## src/rtl/cpu_types_pkg.sv

```systemverilog
// ---------------------------------------------------------------------------
// cpu_types_pkg
// Shared pipeline types. word_t is the machine word. The fetch-stage
// additions are:
//   fetch_state_t : fetch sequencer state (RUN, HALTED)
//   PC_INIT_DEF   : default PC after reset
//   NOP_WORD      : instruction shown to decode when IF/ID is empty
//   ifid_t        : contents of the IF/ID pipeline latch
//   pc_plus4      : sequential PC increment with 32-bit wrap
// ---------------------------------------------------------------------------
package cpu_types_pkg;

   typedef logic [31:0] word_t;

   typedef enum logic {
      RUN    = 1'b0,
      HALTED = 1'b1
   } fetch_state_t;

   localparam word_t PC_INIT_DEF = 32'h0000_0000;
   localparam word_t NOP_WORD    = 32'h0000_0000;

   typedef struct packed {
      word_t instru;
      word_t nPC;
      logic  valid;
   } ifid_t;

   // Wraps naturally: 0xFFFF_FFFC + 4 = 0.
   function automatic word_t pc_plus4(input word_t pc);
      return pc + 32'd4;
   endfunction

endpackage

```

## src/rtl/fetch_if.sv

```systemverilog
// ---------------------------------------------------------------------------
// fetch_if
// IF/ID handoff bundle between fetch and decode.
//   ifid : latch contents {instru, nPC, valid}
// Modports:
//   fe : fetch side, drives the latch contents
//   de : decode side, consumes them
// ---------------------------------------------------------------------------
interface fetch_if;
   import cpu_types_pkg::*;

   ifid_t ifid;

   modport fe (output ifid);
   modport de (input  ifid);
endinterface

```

## src/rtl/fetch_hold_buf.sv

```systemverilog
// ---------------------------------------------------------------------------
// fetch_hold_buf
// One-entry {instr, nPC} buffer. It parks a word that the icache returned
// while IF/ID was stalled, so the word is neither lost nor refetched.
// Ports:
//   clk, rst    : clock, asynchronous active-high reset
//   capture     : store instr_in/npc_in (ignored while already full)
//   release_en  : entry consumed by the IF/ID latch
//   clear       : drop the entry; overrides capture and release
//   instr_in    : word to capture
//   npc_in      : matching PC+4 to capture
//   hold_valid  : entry is occupied
//   hold_instr  : stored word
//   hold_npc    : stored PC+4
// ---------------------------------------------------------------------------
module fetch_hold_buf
   import cpu_types_pkg::*;
(
   input  logic  clk,
   input  logic  rst,
   input  logic  capture,
   input  logic  release_en,
   input  logic  clear,
   input  word_t instr_in,
   input  word_t npc_in,
   output logic  hold_valid,
   output word_t hold_instr,
   output word_t hold_npc
);

   logic  valid_reg;
   word_t instr_reg;
   word_t npc_reg;

   always_ff @(posedge clk or posedge rst) begin
      if (rst) begin
         valid_reg <= 1'b0;
         instr_reg <= '0;
         npc_reg   <= '0;
      end else if (clear) begin
         valid_reg <= 1'b0;
      end else if (capture && !valid_reg) begin
         valid_reg <= 1'b1;
         instr_reg <= instr_in;
         npc_reg   <= npc_in;
      end else if (release_en) begin
         valid_reg <= 1'b0;
      end
   end

   assign hold_valid = valid_reg;
   assign hold_instr = instr_reg;
   assign hold_npc   = npc_reg;

endmodule

```

## src/rtl/fetch_stage.sv

```systemverilog
// ---------------------------------------------------------------------------
// fetch_stage
// Instruction fetch plus the IF/ID pipeline latch. It owns the PC, issues
// icache requests and presents {instru, nPC, valid} to decode.
// Ports:
//   CLK, RST    : clock, asynchronous active-high reset
//   ihit, iload : icache returned iload for imemaddr this cycle
//   imemREN     : fetch request
//   imemaddr    : fetch address (the PC)
//   stall       : freeze the IF/ID latch
//   flush       : squash the IF/ID latch and the hold buffer
//   redirect    : take redirect_pc as the next PC
//   redirect_pc : redirect target; bits [1:0] are ignored
//   halt        : stop fetching until reset
//   instru, nPC : IF/ID instruction and PC+4
//   valid       : IF/ID holds a real instruction
// ---------------------------------------------------------------------------
module fetch_stage
   import cpu_types_pkg::*;
#(
   parameter word_t PC_INIT  = PC_INIT_DEF,
   parameter word_t NOP_WORD = cpu_types_pkg::NOP_WORD
)(
   input  logic  CLK,
   input  logic  RST,
   input  logic  ihit,
   input  word_t iload,
   output logic  imemREN,
   output word_t imemaddr,
   input  logic  stall,
   input  logic  flush,
   input  logic  redirect,
   input  word_t redirect_pc,
   input  logic  halt,
   output word_t instru,
   output word_t nPC,
   output logic  valid
);

   fetch_state_t state_reg, state_next;
   word_t        pc_reg, pc_next;
   ifid_t        ifid_reg, ifid_next;

   logic  hold_valid;
   word_t hold_instr;
   word_t hold_npc;

   logic  running;
   logic  acc;
   logic  kill;
   word_t pc_inc;
   word_t redirect_target;
   logic  redirect_lsb_unused;

   assign running  = (state_reg == RUN);
   // No request while the hold buffer is full, so it can never be overrun.
   assign imemREN  = running && !hold_valid;
   assign imemaddr = pc_reg;
   assign acc      = ihit && imemREN;
   // Anything that invalidates the in-flight / latched instruction.
   assign kill     = flush || redirect || halt || !running;
   assign pc_inc   = pc_plus4(pc_reg);

   assign redirect_target     = {redirect_pc[31:2], 2'b00};
   assign redirect_lsb_unused = |redirect_pc[1:0];

   fetch_hold_buf u_hold (
      .clk        (CLK),
      .rst        (RST),
      .capture    (acc && stall),
      .release_en (hold_valid && !stall),
      .clear      (kill),
      .instr_in   (iload),
      .npc_in     (pc_inc),
      .hold_valid (hold_valid),
      .hold_instr (hold_instr),
      .hold_npc   (hold_npc)
   );

   always_comb begin
      state_next = state_reg;
      if (running && halt)
         state_next = HALTED;
   end

   always_comb begin
      pc_next = pc_reg;
      if (running && !halt) begin
         if (redirect)
            pc_next = redirect_target;
         else if (acc)
            pc_next = pc_inc;
      end
   end

   always_comb begin
      ifid_next = '{instru: NOP_WORD, nPC: '0, valid: 1'b0};
      if (kill)
         ifid_next = '{instru: NOP_WORD, nPC: '0, valid: 1'b0};
      else if (stall)
         ifid_next = ifid_reg;
      else if (hold_valid)
         ifid_next = '{instru: hold_instr, nPC: hold_npc, valid: 1'b1};
      else if (acc)
         ifid_next = '{instru: iload, nPC: pc_inc, valid: 1'b1};
   end

   always_ff @(posedge CLK or posedge RST) begin
      if (RST) begin
         state_reg <= RUN;
         pc_reg    <= PC_INIT;
         ifid_reg  <= '{instru: NOP_WORD, nPC: '0, valid: 1'b0};
      end else begin
         state_reg <= state_next;
         pc_reg    <= pc_next;
         ifid_reg  <= ifid_next;
      end
   end

   fetch_if u_ifid ();
   assign u_ifid.ifid = ifid_reg;

   assign instru = u_ifid.ifid.instru;
   assign nPC    = u_ifid.ifid.nPC;
   assign valid  = u_ifid.ifid.valid;

endmodule

```

## config.mk

```make
export PLATFORM = sky130hd
export DESIGN_NAME = fetch_stage
export DESIGN_NICKNAME = d
export VERILOG_FILES = /design/src/rtl/cpu_types_pkg.sv /design/src/rtl/fetch_if.sv /design/src/rtl/fetch_hold_buf.sv /design/src/rtl/fetch_stage.sv
export SDC_FILE = /design/constraint.sdc
export NUM_CORES = 1
export LEC_CHECK = 0
export ABC_CLOCK_PERIOD_IN_PS = 7100
export CORE_MARGIN = 3
export CORE_UTILIZATION = 55
export DETAILED_ROUTE_END_ITERATION = 6
export PLACE_DENSITY = 0.93
export SKIP_CTS_REPAIR_TIMING = 1
export SLEW_MARGIN = 20
export SYNTH_ARGS = -nofsm -noshare
export SYNTH_HDL_FRONTEND = slang
export SYNTH_HIERARCHICAL = 1
export SYNTH_SLANG_ARGS = --single-unit
```

## constraint.sdc

```tcl
create_clock -name CLK -period 7.1 [get_ports CLK]
set_input_delay 0.71 -clock CLK [delete_from_list [all_inputs] [get_ports CLK]]
set_output_delay 0.71 -clock CLK [all_outputs]
set_load 0.02 [all_outputs]
```

**Word-level counts from Yosys, hierarchy flattened**

Index checks and enable logic that the tools add are counted.
Widths: inputs -> output; s select.

- Register bits after elaboration: 163
- Input bits: 71
- Output and inout bits: 98
- Logic and storage cells: 38

- Add/sub/neg operators: 1
- Equality and inequality tests: 1
- Multiplexer cells: 9
- Bitwise logic cells: 2
- Reductions and logical operators: 17

Operators with widths:

| cell | count |
|---|---|
| $mux 65 | 4 |
| $mux 32 | 2 |
| $add 32x3->32 const B | 1 |
| $logic_and 1x1->1 | 7 |
| $reduce_and 2->1 | 2 |
| $logic_not 1->1 | 3 |
| $logic_or 1x1->1 | 3 |
| $mux 1 | 3 |
| $reduce_bool 3->1 | 1 |
| $ne 2x1->1 const B | 1 |
| $not 1->1 | 2 |
| $reduce_bool 2->1 | 1 |

**Longest topological paths before layout**

- Depth after elaboration: 7
- Gate-level depth with buffers: 9
- Mapped depth without buffers: 6

**Cells and area by module**

The synthesis kept the hierarchy.

Modules (own cells, without submodules):

| module | times used | cells each | area an instance (µm²) |
|---|---|---|---|
| fetch_stage | 1 | 531 | 5198.7 |
| fetch_hold_buf | 1 | 140 | 2731.4 |

**Worst setup path after synthesis**

No wires, ideal clock.

- Kind: input -> register
- From: input port redirect
- To: register u_hold.instr_reg[0] (netlist: u_hold/hold_instr[0])
- Setup time: 0.125 ns
- Data arrival time: 2.196 ns
- Required time: 6.975 ns
- Setup slack: 4.779 ns
- Cell stages on the path: 7
- Path buffers: 4
- Cell sequence: buf_2 > or3_1 > buf_2 > nor3b_2 > buf_6 > buf_12 > mux2_4

- Word-level cells in the longest chain between the ends: 5

Ends and longest elaborated chain:

| element | line | RTL |
|---|---|---|
| start: declaration | fetch_stage.sv:32 | `input logic redirect,` |
| $logic_or 1x1->1 (3 in series) | fetch_stage.sv:61 | `assign kill = flush \|\| redirect \|\| halt \|\| !running;` |
| named net kill | fetch_stage.sv:50 | `logic kill;` |
| $not 1->1 (no source line) | - |  |
| $reduce_and 2->1 (no source line) | - |  |
| end signal: assignment | fetch_hold_buf.sv:44 | `instr_reg <= instr_in;` |
| end: declaration | fetch_hold_buf.sv:32 | `word_t instr_reg;` |

The timed path passes the listed nets, and every way through them passes these cells.
A chain may end at the register's enable or synchronous reset.

**Final worst setup path**

- From: input port halt
- To: register u_hold.instr_reg[14] (netlist: u_hold/hold_instr[14])

- Word-level cells in the longest chain between the ends: 4

Ends and longest elaborated chain:

| element | line | RTL |
|---|---|---|
| start: declaration | fetch_stage.sv:34 | `input logic halt,` |
| $logic_or 1x1->1 (2 in series) | fetch_stage.sv:61 |  |
| $not 1->1 (no source line) | - |  |
| $reduce_and 2->1 (no source line) | - |  |

No other way between the ends.

==> run_results.csv <==
group,metric,value,unit
floorplan,start_util,56.7,%
grt,grt_max_degree,66,
hold_path,worstHoldStart,"instru[15]",
floorplan,die-area,15900,sq um
detailed_routing,wl,21300,um
power,p_sw,513,uW
final_layout,area_delta_synth_final,28.1,%
worst_setup_path,crit_chain,"clkdlybuf4s50_1, nor2_2, inv_2, or3_1, nor3b_4, buf_12, mux2_4",
worst_setup_path,worst_setup_path_start_kind,"primary input",
sta,fmax,271,MHz
power,p_clk_share,45.3,%
placement,place_area,9550,sq um
worst_setup_path,r2r_slack,3770,ps
outcome,violations,"DRC",
clock_tree,clk_pin_slew,60,ps
synth,async_flop_share,100,%
synth,synth.yosys.seq_area_share,50.8,%
power,comb_power_share,8.5,%
sta,fin_crit,3690,ps
worst_setup_path,critical_path_class,"in2reg",
clock_tree,clk_latency,420,ps
job,maxCapViolCount,0,
floorplan,num_rows,43,
power,power.leakage,0.00486,uW
synth,synthCells,671,
final_layout,nNetsFinal,885,
grt,grt-ovfl-total,0,
clock_tree,cts_root_buf,"clkbuf_16",
final_layout,final.fill_count,944,
detailed_routing,num_vias,6192,
power,powerDensity,205,nW/um^2
floorplan,die_h,126,um
worst_setup_path,reg2reg_to,"u_hold/hold_instr[14]",
hold_path,hp-class,"reg2reg",
synth,synthFlopType,"dfrtp_1",
placement,gp_congestion,0.904,
synth,synth_edf_count,0,
detailed_routing,drc,1,
worst_setup_path,critPathSlowestCell,"nor3b_4",
power,seqPwrFrac,46.2,%
detailed_routing,drtAntennaViolNets,0,
detailed_routing,vias_per_cell,6.16,
sta,rsz0062_at_grt,"no",
sta,finalSetupViolations,0,
synth,synth.distinct_cells,60,
power,p_int,1570,uW
clock_tree,htreeDepth,4,
worst_setup_path,worst_path_largest_cell_delay,870,ps
grt,antenna_found_initial,0,
sta,drv_slew,0,
sta,fin_skew,6.22,ps
sta,worst_pin_slew,974,ps
floorplan,dieWidth,126,um
clock_tree,cts_tree,"yes",
grt,grt_pass1_vias,6406,
synth,syn_avg_cell_area,11.8,sq um
worst_setup_path,arrival,3990,ps
synth,synthesis.area,7930,sq um
detailed_routing,drt_iter0_drc,612,
detailed_routing,firstDrtPassIters,7,
worst_setup_path,r2r-start,"state_reg",
final_layout,stdcell_area,10200,sq um
clock_tree,clockBufferDepth,2,
final_layout,drive_above_1_share,15.9,%
placement,portBuffers,164,
grt,grt_usage,26.6,%
worst_setup_path,critPathTopFamily,"simple AND/OR/NAND/NOR gates",
worst_setup_path,crit_buf_inv,3,
clock_tree,clock_sinks,161,
outcome,status,"finished, violations left",
power,switching_share,24.6,%
hold_path,whs_path_depth,2,
worst_setup_path,crit_path_max_fanout,53,
synth,ys.warnings.count,6,
sta,min_period_over_period,51.9,%
clock_tree,cts_buffers,17,
sta,final-hold-violation-count,0,
floorplan,ios,169,
power,ir_drop,0.152,mV
final_layout,antennaDiodeCount,0,
worst_setup_path,cp-end-kind,"flip-flop",
worst_setup_path,required,7400,ps
hold_path,whs_endpoint,"instru[15]",
sta,slew_headroom,35.0,%
sta,fin_setup_tns,0,ps
detailed_routing,routedWlPerCell,21.2,um
floorplan,core_region_area,14000,sq um
placement,dp.final_hpwl,14000,um
grt,grt_pass1_wl,33900,um
synth,ys_ff_latch,161,
worst_setup_path,rr_worst_depth,6,
layer usage:
layer	part of all wire (%)	up-vias	GRT usage, %
met5	0	-	0
met4	2.1	0	9.02
met3	7.6	40	5.34
met2	49	345	43.5
met1	41	3062	35.9
li1	-	2745	-
cell families (layout without fill, tap and decap cells):
family,Yosys count,in the layout,share of synthesized area (%)
AND/OR/NAND/NOR,160,160,12.0
AO/OA/AOI/OAI,156,156,15.1
adder cells (fa/ha/maj),1,1,0.158
other,1,4,0.0473
flip-flops,161,161,50.8
buffers and inverters,97,249,6.52
XOR/XNOR,28,28,3.09
multiplexers,67,67,12.3
placed cells by master, fill, tap and decap left out, drive strengths merged, types with 3 or more instances in the layout:
cell           instances
clkdlybuf4s50        164
dfrtp                161
mux2                  64
nand2                 49
inv                   49
a222oi                34
nand3                 25
a22o                  22
a21o                  21
a21oi                 20
nor2                  19
nor3                  18
clkbuf                17
o21ai                 17
xnor2                 16
and3                  13
a22oi                 12
xor2                  12
nand4                 11
buf                    8
o22ai                  6
a2bb2oi                6
nor4                   6
clkinv                 6
a31oi                  4
or4                    4
conb                   4
nor2b                  4
and4                   4
o21a                   3
o22a                   3
mux2i                  3
bufinv                 3
synthesized netlist by cell type, types with 2 or more instances:
| library cell | number | share of area, % |
|---|---|---|
| buf_12 | 6 | 1.5 |
| mux2_2 | 4 | 0.57 |
| o311ai_0 | 2 | 0.22 |
| nand3b_1 | 2 | 0.19 |
| xor2_1 | 12 | 1.3 |
| buf_4 | 7 | 0.66 |
| nor2_1 | 17 | 0.80 |
| nor2b_1 | 4 | 0.32 |
| xnor2_1 | 16 | 1.8 |
| a22o_1 | 22 | 2.4 |
| buf_2 | 17 | 1.1 |
| o21a_1 | 3 | 0.28 |
| clkbuf_1 | 20 | 0.95 |
| nor3_1 | 15 | 0.95 |
| inv_2 | 2 | 0.095 |
| a222oi_1 | 34 | 4.3 |
| nor4_2 | 3 | 0.47 |
| or4_1 | 4 | 0.38 |
| a22oi_1 | 12 | 1.1 |
| nand4_2 | 3 | 0.47 |
| nand3_2 | 3 | 0.38 |
| o22a_1 | 3 | 0.33 |
| and4_1 | 3 | 0.33 |
| o22ai_1 | 6 | 0.47 |
| nand2_1 | 49 | 2.3 |
| mux2_4 | 60 | 11 |
| a2bb2oi_1 | 6 | 0.66 |
| a21o_1 | 21 | 2.0 |
| inv_1 | 43 | 2.0 |
| and3_1 | 12 | 0.95 |
| nand3_1 | 22 | 1.4 |
| dfrtp_1 | 161 | 51 |
| nor3_2 | 2 | 0.25 |
| a31oi_1 | 4 | 0.32 |
| nand4_1 | 7 | 0.55 |
| nor4_4 | 3 | 0.80 |
| a21oi_1 | 20 | 1.3 |
| or3_1 | 2 | 0.16 |
| mux2i_1 | 3 | 0.38 |
| o21ai_0 | 16 | 1.0 |
per-stage QoR:
stage / total power [uW] / instances / hold slack (ps) / utilization, % / worst slack [ps]
after floorplan: 1060 / 674 / 458 / - / 3880
after global placement: 1150 / 974 / 471 / 68.3 / 3130
after detailed placement: 1150 / 974 / 481 / 68.3 / 3020
after CTS: 2090 / 1006 / 496 / 72.6 / 3470
after global routing: 2150 / 1006 / 508 / 72.6 / 3350
final: 2090 / 1006 / 494 / 72.6 / 3410
layout make-up:
| type | count | area, sq um | share of cell area [%] |
|---|---|---|---|
| clock buffers | 17 | 425 | 4.19 |
| repair buffers | 172 | 1710 | 16.9 |
| multi-input cells | 416 | 3410 | 33.6 |
| clock inverters | 15 | 184 | 1.81 |
| inverters | 45 | 171 | 1.69 |
| flip-flops and latches | 161 | 4030 | 39.6 |
| well taps | 180 | 225 | 2.22 |
power groups by stage:
stage                     registers (uW)  clock network (uW)  logic (uW)
final                                963                 945         177
after global routing                 965                 993         189
after CTS                            961                 952         177
after detailed placement             978                   0         174
after global placement               978                   0         170
after floorplan                      982                   0        75.3
worst max path at each step:
stage	start	to	slack (ps)	cells past startpoint
2_1_floorplan	RST	imemaddr[10]	3880	1
3_3_place_gp	halt	u_hold/hold_npc[22]	3130	7
3_5_place_dp	halt	u_hold/hold_npc[19]	3020	7
4_1_cts	halt	u_hold/hold_npc[19]	3470	7
5_1_grt	halt	u_hold/hold_npc[22]	3350	7
6_report	halt	u_hold/hold_instr[14]	3410	7
tightest hold or removal path, delay by kind of cell, from the launching register on:
kind	cells	cell delay, ps
buffers and inverters	1	50
flip-flops	1	340
AO/OA/AOI/OAI	1	70
Note: power is estimated with default switching activity, not from simulation.
